$ cat src/rtl/rab_lookup_stage_if.sv
// Bus bundle for one RAB lookup channel: upstream request, slice compare
// interface, translated-request output and error-record output.
interface rab_lookup_stage_if #(
   parameter int N_SLICES = 4,
   parameter int ID_WIDTH = 4
);
   logic                     in_valid;
   logic                     in_ready;
   logic [31:0]              in_addr;
   logic [7:0]               in_len;
   logic [2:0]               in_size;
   logic [ID_WIDTH-1:0]      in_id;
   logic                     in_trans_type;

   logic [31:0]              slc_addr_min;
   logic [31:0]              slc_addr_max;
   logic                     slc_trans_type;
   logic [N_SLICES-1:0]      slc_hit;
   logic [N_SLICES-1:0]      slc_prot;
   logic [32*N_SLICES-1:0]   slc_addr;

   logic                     m_valid;
   logic                     m_ready;
   logic [31:0]              m_addr;
   logic [7:0]               m_len;
   logic [2:0]               m_size;
   logic [ID_WIDTH-1:0]      m_id;

   logic                     err_valid;
   logic                     err_ready;
   logic [1:0]               err_type;
   logic [31:0]              err_addr;
   logic [ID_WIDTH-1:0]      err_id;

   logic                     multi_hit;

   // Lookup stage side
   modport slave (
      input  in_valid, in_addr, in_len, in_size, in_id, in_trans_type,
      output in_ready,
      output slc_addr_min, slc_addr_max, slc_trans_type,
      input  slc_hit, slc_prot, slc_addr,
      output m_valid, m_addr, m_len, m_size, m_id,
      input  m_ready,
      output err_valid, err_type, err_addr, err_id,
      input  err_ready,
      output multi_hit
   );

   // Environment side (requester, slices, consumers)
   modport master (
      output in_valid, in_addr, in_len, in_size, in_id, in_trans_type,
      input  in_ready,
      input  slc_addr_min, slc_addr_max, slc_trans_type,
      output slc_hit, slc_prot, slc_addr,
      input  m_valid, m_addr, m_len, m_size, m_id,
      output m_ready,
      input  err_valid, err_type, err_addr, err_id,
      output err_ready,
      input  multi_hit
   );
endinterface

$ cat src/rtl/rab_lookup_stage.sv
// Per-channel RAB address-request front end: latches a burst, drives the
// compare slices with its first/last byte address, picks the lowest hitting
// slice and forwards the translated request or emits an error record.
module rab_lookup_stage #(
   parameter int N_SLICES = 4,
   parameter int ID_WIDTH = 4
) (
   input logic              clk,
   input logic              rst_n,
   rab_lookup_stage_if.slave bus
);

   typedef enum logic [1:0] {IDLE, LOOKUP, FWD, ERR} state_t;

   state_t              state, state_nxt;

   logic [31:0]         addr_q;
   logic [31:0]         max_q;
   logic                ovf_q;
   logic                tt_q;
   logic [7:0]          len_q;
   logic [2:0]          size_q;
   logic [ID_WIDTH-1:0] id_q;
   logic [31:0]         m_addr_q;
   logic [1:0]          err_type_q;
   logic                multi_q;

   logic                accept;
   logic [15:0]         span;
   logic [32:0]         end_addr;

   logic                any_hit;
   logic                multi;
   logic                sel_prot;
   logic [31:0]         sel_addr;
   logic                fail;

   assign accept   = (state == IDLE) && bus.in_valid;
   assign span     = 16'(({8'h00, bus.in_len} + 16'd1) << bus.in_size);
   assign end_addr = {1'b0, bus.in_addr} + {17'h0_0000, span} - 33'd1;
   assign fail     = ovf_q || !any_hit || sel_prot;

   // Priority select of the lowest hitting slice, plus multiple-hit detect
   always_comb begin
      any_hit  = 1'b0;
      multi    = 1'b0;
      sel_prot = 1'b0;
      sel_addr = '0;
      for (int unsigned i = 0; i < N_SLICES; i++) begin
         if (bus.slc_hit[i]) begin
            if (!any_hit) begin
               any_hit  = 1'b1;
               sel_prot = bus.slc_prot[i];
               sel_addr = bus.slc_addr[32*i +: 32];
            end else begin
               multi = 1'b1;
            end
         end
      end
   end

   // State register
   always_ff @(posedge clk or negedge rst_n) begin
      if (!rst_n) state <= IDLE;
      else        state <= state_nxt;
   end

   // Next-state decode
   always_comb begin
      state_nxt = state;
      case (state)
         IDLE:    if (bus.in_valid) state_nxt = LOOKUP;
         LOOKUP:  state_nxt = fail ? ERR : FWD;
         FWD:     if (bus.m_ready) state_nxt = IDLE;
         ERR:     if (bus.err_ready) state_nxt = IDLE;
         default: state_nxt = IDLE;
      endcase
   end

   // Request capture and lookup result registers
   always_ff @(posedge clk or negedge rst_n) begin
      if (!rst_n) begin
         addr_q     <= '0;
         max_q      <= '0;
         ovf_q      <= 1'b0;
         tt_q       <= 1'b0;
         len_q      <= '0;
         size_q     <= '0;
         id_q       <= '0;
         m_addr_q   <= '0;
         err_type_q <= '0;
         multi_q    <= 1'b0;
      end else begin
         if (accept) begin
            addr_q <= bus.in_addr;
            max_q  <= end_addr[31:0];
            ovf_q  <= end_addr[32];
            tt_q   <= bus.in_trans_type;
            len_q  <= bus.in_len;
            size_q <= bus.in_size;
            id_q   <= bus.in_id;
         end
         multi_q <= (state == LOOKUP) && multi;
         if (state == LOOKUP) begin
            if (ovf_q)         err_type_q <= 2'b11;
            else if (!any_hit) err_type_q <= 2'b01;
            else if (sel_prot) err_type_q <= 2'b10;
            else               m_addr_q   <= sel_addr;
         end
      end
   end

   // Output drive; in_ready is gated by reset so it stays low while held
   always_comb begin
      bus.in_ready       = (state == IDLE) && rst_n;
      bus.slc_addr_min   = addr_q;
      bus.slc_addr_max   = max_q;
      bus.slc_trans_type = tt_q;
      bus.m_valid        = (state == FWD);
      bus.m_addr         = m_addr_q;
      bus.m_len          = len_q;
      bus.m_size         = size_q;
      bus.m_id           = id_q;
      bus.err_valid      = (state == ERR);
      bus.err_type       = err_type_q;
      bus.err_addr       = addr_q;
      bus.err_id         = id_q;
      bus.multi_hit      = multi_q;
   end

endmodule

$ cat src/flat_wrapper.sv
// flat-port wrapper written by rule: the top's interface ports become plain ports
module rab_lookup_stage_flat 
#(
   parameter int N_SLICES = 4,
   parameter int ID_WIDTH = 4
)
  (clk, rst_n, bus_in_valid, bus_in_addr, bus_in_len, bus_in_size, bus_in_id, bus_in_trans_type, bus_in_ready, bus_slc_addr_min, bus_slc_addr_max, bus_slc_trans_type, bus_slc_hit, bus_slc_prot, bus_slc_addr, bus_m_valid, bus_m_addr, bus_m_len, bus_m_size, bus_m_id, bus_m_ready, bus_err_valid, bus_err_type, bus_err_addr, bus_err_id, bus_err_ready, bus_multi_hit);
  rab_lookup_stage_if #(.N_SLICES(N_SLICES), .ID_WIDTH(ID_WIDTH)) bus_i ();
  input logic clk;
  input logic rst_n;
  input wire logic [$bits(bus_i.in_valid)-1:0] bus_in_valid;
  input wire logic [$bits(bus_i.in_addr)-1:0] bus_in_addr;
  input wire logic [$bits(bus_i.in_len)-1:0] bus_in_len;
  input wire logic [$bits(bus_i.in_size)-1:0] bus_in_size;
  input wire logic [$bits(bus_i.in_id)-1:0] bus_in_id;
  input wire logic [$bits(bus_i.in_trans_type)-1:0] bus_in_trans_type;
  output wire logic [$bits(bus_i.in_ready)-1:0] bus_in_ready;
  output wire logic [$bits(bus_i.slc_addr_min)-1:0] bus_slc_addr_min;
  output wire logic [$bits(bus_i.slc_addr_max)-1:0] bus_slc_addr_max;
  output wire logic [$bits(bus_i.slc_trans_type)-1:0] bus_slc_trans_type;
  input wire logic [$bits(bus_i.slc_hit)-1:0] bus_slc_hit;
  input wire logic [$bits(bus_i.slc_prot)-1:0] bus_slc_prot;
  input wire logic [$bits(bus_i.slc_addr)-1:0] bus_slc_addr;
  output wire logic [$bits(bus_i.m_valid)-1:0] bus_m_valid;
  output wire logic [$bits(bus_i.m_addr)-1:0] bus_m_addr;
  output wire logic [$bits(bus_i.m_len)-1:0] bus_m_len;
  output wire logic [$bits(bus_i.m_size)-1:0] bus_m_size;
  output wire logic [$bits(bus_i.m_id)-1:0] bus_m_id;
  input wire logic [$bits(bus_i.m_ready)-1:0] bus_m_ready;
  output wire logic [$bits(bus_i.err_valid)-1:0] bus_err_valid;
  output wire logic [$bits(bus_i.err_type)-1:0] bus_err_type;
  output wire logic [$bits(bus_i.err_addr)-1:0] bus_err_addr;
  output wire logic [$bits(bus_i.err_id)-1:0] bus_err_id;
  input wire logic [$bits(bus_i.err_ready)-1:0] bus_err_ready;
  output wire logic [$bits(bus_i.multi_hit)-1:0] bus_multi_hit;
  assign bus_i.in_valid = bus_in_valid;
  assign bus_i.in_addr = bus_in_addr;
  assign bus_i.in_len = bus_in_len;
  assign bus_i.in_size = bus_in_size;
  assign bus_i.in_id = bus_in_id;
  assign bus_i.in_trans_type = bus_in_trans_type;
  assign bus_in_ready = bus_i.in_ready;
  assign bus_slc_addr_min = bus_i.slc_addr_min;
  assign bus_slc_addr_max = bus_i.slc_addr_max;
  assign bus_slc_trans_type = bus_i.slc_trans_type;
  assign bus_i.slc_hit = bus_slc_hit;
  assign bus_i.slc_prot = bus_slc_prot;
  assign bus_i.slc_addr = bus_slc_addr;
  assign bus_m_valid = bus_i.m_valid;
  assign bus_m_addr = bus_i.m_addr;
  assign bus_m_len = bus_i.m_len;
  assign bus_m_size = bus_i.m_size;
  assign bus_m_id = bus_i.m_id;
  assign bus_i.m_ready = bus_m_ready;
  assign bus_err_valid = bus_i.err_valid;
  assign bus_err_type = bus_i.err_type;
  assign bus_err_addr = bus_i.err_addr;
  assign bus_err_id = bus_i.err_id;
  assign bus_i.err_ready = bus_err_ready;
  assign bus_multi_hit = bus_i.multi_hit;
  rab_lookup_stage #(.N_SLICES(N_SLICES), .ID_WIDTH(ID_WIDTH)) u_core (.clk(clk), .rst_n(rst_n), .bus(bus_i));
endmodule
$ cat config.mk
export PLATFORM = sky130hd
export DESIGN_NAME = rab_lookup_stage_flat
export DESIGN_NICKNAME = d
export VERILOG_FILES = /design/src/rtl/rab_lookup_stage_if.sv /design/src/rtl/rab_lookup_stage.sv /design/src/flat_wrapper.sv
export SDC_FILE = /design/constraint.sdc
export NUM_CORES = 1
export LEC_CHECK = 0
export CAP_MARGIN = 20
export CORE_MARGIN = 2
export CORE_UTILIZATION = 31
export DETAILED_ROUTE_END_ITERATION = 10
export GPL_ROUTABILITY_DRIVEN = 1
export PLACE_DENSITY_LB_ADDON = 0.15
export SYNTH_ARGS = -nofsm -noshare
export SYNTH_HDL_FRONTEND = slang
export SYNTH_SLANG_ARGS = --single-unit
$ cat constraint.sdc
create_clock -name clk -period 2.57 [get_ports clk]
set_input_delay 0.257 -clock clk [delete_from_list [all_inputs] [get_ports clk]]
set_output_delay 0.257 -clock clk [all_outputs]
set_load 0.02 [all_outputs]
==> impl_metrics.ini <==
[run_status]
status = finished, violations left
violations = negative setup slack

[cells_and_area]
multi_input_area_mm2 = 0.00484
fin_cells = 1710
seqCellArea_mm2 = 0.00295
layout-drive-gt1-share_pct = 22.4
num-nets-final = 1603
area_growth_pct = 75.3
fill_cells = 2340

[placed_design]
placement.io_buffers = 342
gp_congestion = 0.927
place_inst = 1656
hpwl_um = 22400
dp_slack_ns = -1.68

[clock_tree]
cts_root_buf = clkbuf_16
htree_levels = 4
cts_tree = yes
cts_made_buffers = 17
insertion_delay_ns = 0.42
path_clk_slew_ns = 0.06
cts_sinks = 118
clk_path_buf_depth = 2

[worst_setup_path]
required_ns = 2.90
max_stage_delay_ns = 0.40
r2r_slack_ns = 0.67
critical_path_class = input pin to flop
path_cells = buf_8 -> and2_4 -> and2_4 -> a22o_1 -> a211oi_2 -> mux2_4 -> o21ai_2 -> ha_1 -> inv_2 -> ha_4 -> a21o_1 -> a21o_1 -> or2_1 -> o211a_1 -> o21ai_2 -> a31oi_2 -> or4_1 -> o211ai_1
slowest_stage = or4_1
path_max_fanout = 7
cp-start-kind = input pin
arrival_ns = 3.59
critPathCaptureType = flop

[timing]
finalCritPeriodShare_pct = 127
setup_violations = 26
fin_crit_ns = 3.26
rsz0062_at_grt = true
fmax_mhz = 306
skew_ns = 0.00951
fin_ws_ns = -0.694
slew-limit-headroom_pct = 25.2
worstMarginPinSlew_ns = 1.12
slew_violations = 0
fin_hold_ws_ns = 0.0478
hold_violations = 0

[synth]
synthFlopType = dfrtp_1
synth.avg_cell_area_um2 = 8.21
synth.distinct_cells = 61
synth_most_common_cell = nand2_1
postSynthCellCount = 955
synth_edf_count = 0
synth_top_area_share_pct = 37.7
synth_fp_nets = 1193
synth_area_mm2 = 0.00784
async_reset_ff_share_pct = 100
netlist_top_cells_count = 181 x nand2_1, 118 x dfrtp_1, 72 x inv_1, 59 x o21ai_0
synth_seq_area_share_pct = 37.7
synth_area_leaders = dfrtp_1 38%, nand2_1 8.7%, ha_1 7.7%
yosys_warnings = 0
ys_seq_elements = 118
yosysTopAreaCell = dfrtp_1

[routing]
drt_iter0_markers = 504
wl_um = 29700
routed_via_density = 4.90
ant_nets = 0
drcViolationCount = 0
drt_first_pass_iters = 5
wl_per_cell_um = 17.4
vias = 8374

[global_routing]
grt_start_max_net_pins = 79
grt_usage_pct = 21.8
first_global_vias = 8359
antenna_found_initial = 2
grt-ovfl-total = 0
grt_pass1_wl_um = 45200

[floorplanning]
die_w_um = 163
std_cell_rows = 58
io_pins = 343
start_util_pct = 31.3
dieHeight_um = 163
core_mm2 = 0.0250
die-area_mm2 = 0.0266

[pwr]
vdd_drop_max_mv = 0.519
total_power_mw = 13.0
power.density_mw_per_mm2 = 949
p_leak_nw = 6.10

[job]
cap_violations = 0

[hold_path]
hp-class = input pin to flop
[power by group]
group | switching (mW) | internal, mW | total [mW]
Combinational | 3.67 | 3.43 | 7.10
Clock | 1.01 | 1.65 | 2.66
Sequential | 0.559 | 2.72 | 3.28
Total | 5.24 | 7.80 | 13.0
[logic make-up after synthesis]
group | count (synthesis) | synth area share [%]
buffers and inverters | 166 | 9.78
flip-flops | 118 | 37.7
XOR/XNOR | 23 | 2.57
adder cells (fa/ha/maj) | 49 | 7.92
AO/OA/AOI/OAI | 288 | 24.2
multiplexers | 9 | 1.21
AND/OR/NAND/NOR | 302 | 16.7
[worst max-delay path: cells and delay by family]
family,cells,cell delay [ns]
simple gates,4,0.95
compound gates,9,1.47
buf+inv,2,0.18
mux,1,0.23
fa+ha+maj,2,0.49
[final timing paths]
kind / endpoint / depth (start not counted) / startpoint
setup / recovery: u_core.ovf_q$_DFFE_PN0P_ / 18 / bus_in_len[0]
hold / removal: u_core.bus.m_len[1]$_DFFE_PN0P_ / 3 / bus_in_len[1]
setup reg to reg: u_core.bus.slc_addr_max[27]$_DFFE_PN0P_ / 5 / u_core.state[1]$_DFFE_PN0P_
hold reg to reg: u_core.bus.slc_addr_max[2]$_DFFE_PN0P_ / 2 / u_core.bus.slc_addr_max[2]$_DFFE_PN0P_
max in group asynchronous: u_core.bus.slc_addr_max[12]$_DFFE_PN0P_ / 3 / rst_n
min in group asynchronous: u_core.bus.slc_addr_max[4]$_DFFE_PN0P_ / 3 / rst_n
[through the flow]
| stage | area (um^2) | utilization (%) | TNS (ns) |
|---|---|---|---|
| 5_1_grt | 13700 | 54.9 | -15.76 |
| 2_1_floorplan | 8090 | - | -16.22 |
| 3_5_place_dp | 12300 | 49.3 | -45.43 |
| 6_report | 13700 | 54.9 | -12.05 |
| 4_1_cts | 13400 | 53.6 | -11.34 |
| 3_3_place_gp | 12300 | 49.3 | -45.25 |
[placed cells by master, fill, tap and decap left out, types with 17 or more instances in the layout]
cell type        netlist  layout
dfrtp_1              118     118
ha_1                  48      35
a22oi_1               28      27
o21ai_1               43      39
inv_1                 72      60
clkbuf_16              0      17
buf_6                  1      19
a21o_1                18      18
a21oi_1               33      19
nor2_1                47      40
buf_4                 36     119
a221oi_1              33      32
nand2_1              181     177
clkdlybuf4s50_1        0     330
o21ai_0               59      49
[repair_timing]
item | in CTS | in global routing
pin swaps | 82 | 71
resized for setup | 117 | 49
hold buffers | 1 | 0
setup buffers | 16 | 7
setup endpoints to repair | 30 | 27
hold endpoints to repair | 78 | 0
[layout make-up]
type,count,share of cell area (%)
inverters,74,2.02
repair buffers,483,33.5
well taps,330,3.00
clock inverters,15,1.58
clock buffers,17,3.10
multi-input cells,671,35.3
flip-flops and latches,118,21.5
diodes,2,0.0364
[metal layers]
metal | GRT usage, % | share of wire (%)
met5 | 0 | 0
met2 | 39.1 | 51
met4 | 7.28 | 2.1
met1 | 25.3 | 40
met3 | 5.71 | 6.7
[registers in the layout, summed over array words and instances (netlist names), 2 cells and up]
signal,count
u_core.bus.m_size,3
u_core.bus.err_addr,32
u_core.bus.m_addr,32
u_core.bus.err_id,4
u_core.bus.slc_addr_max,32
u_core.bus.m_len,8
u_core.state,2
u_core.bus.err_type,2
(Power assumes the default switching activity.)
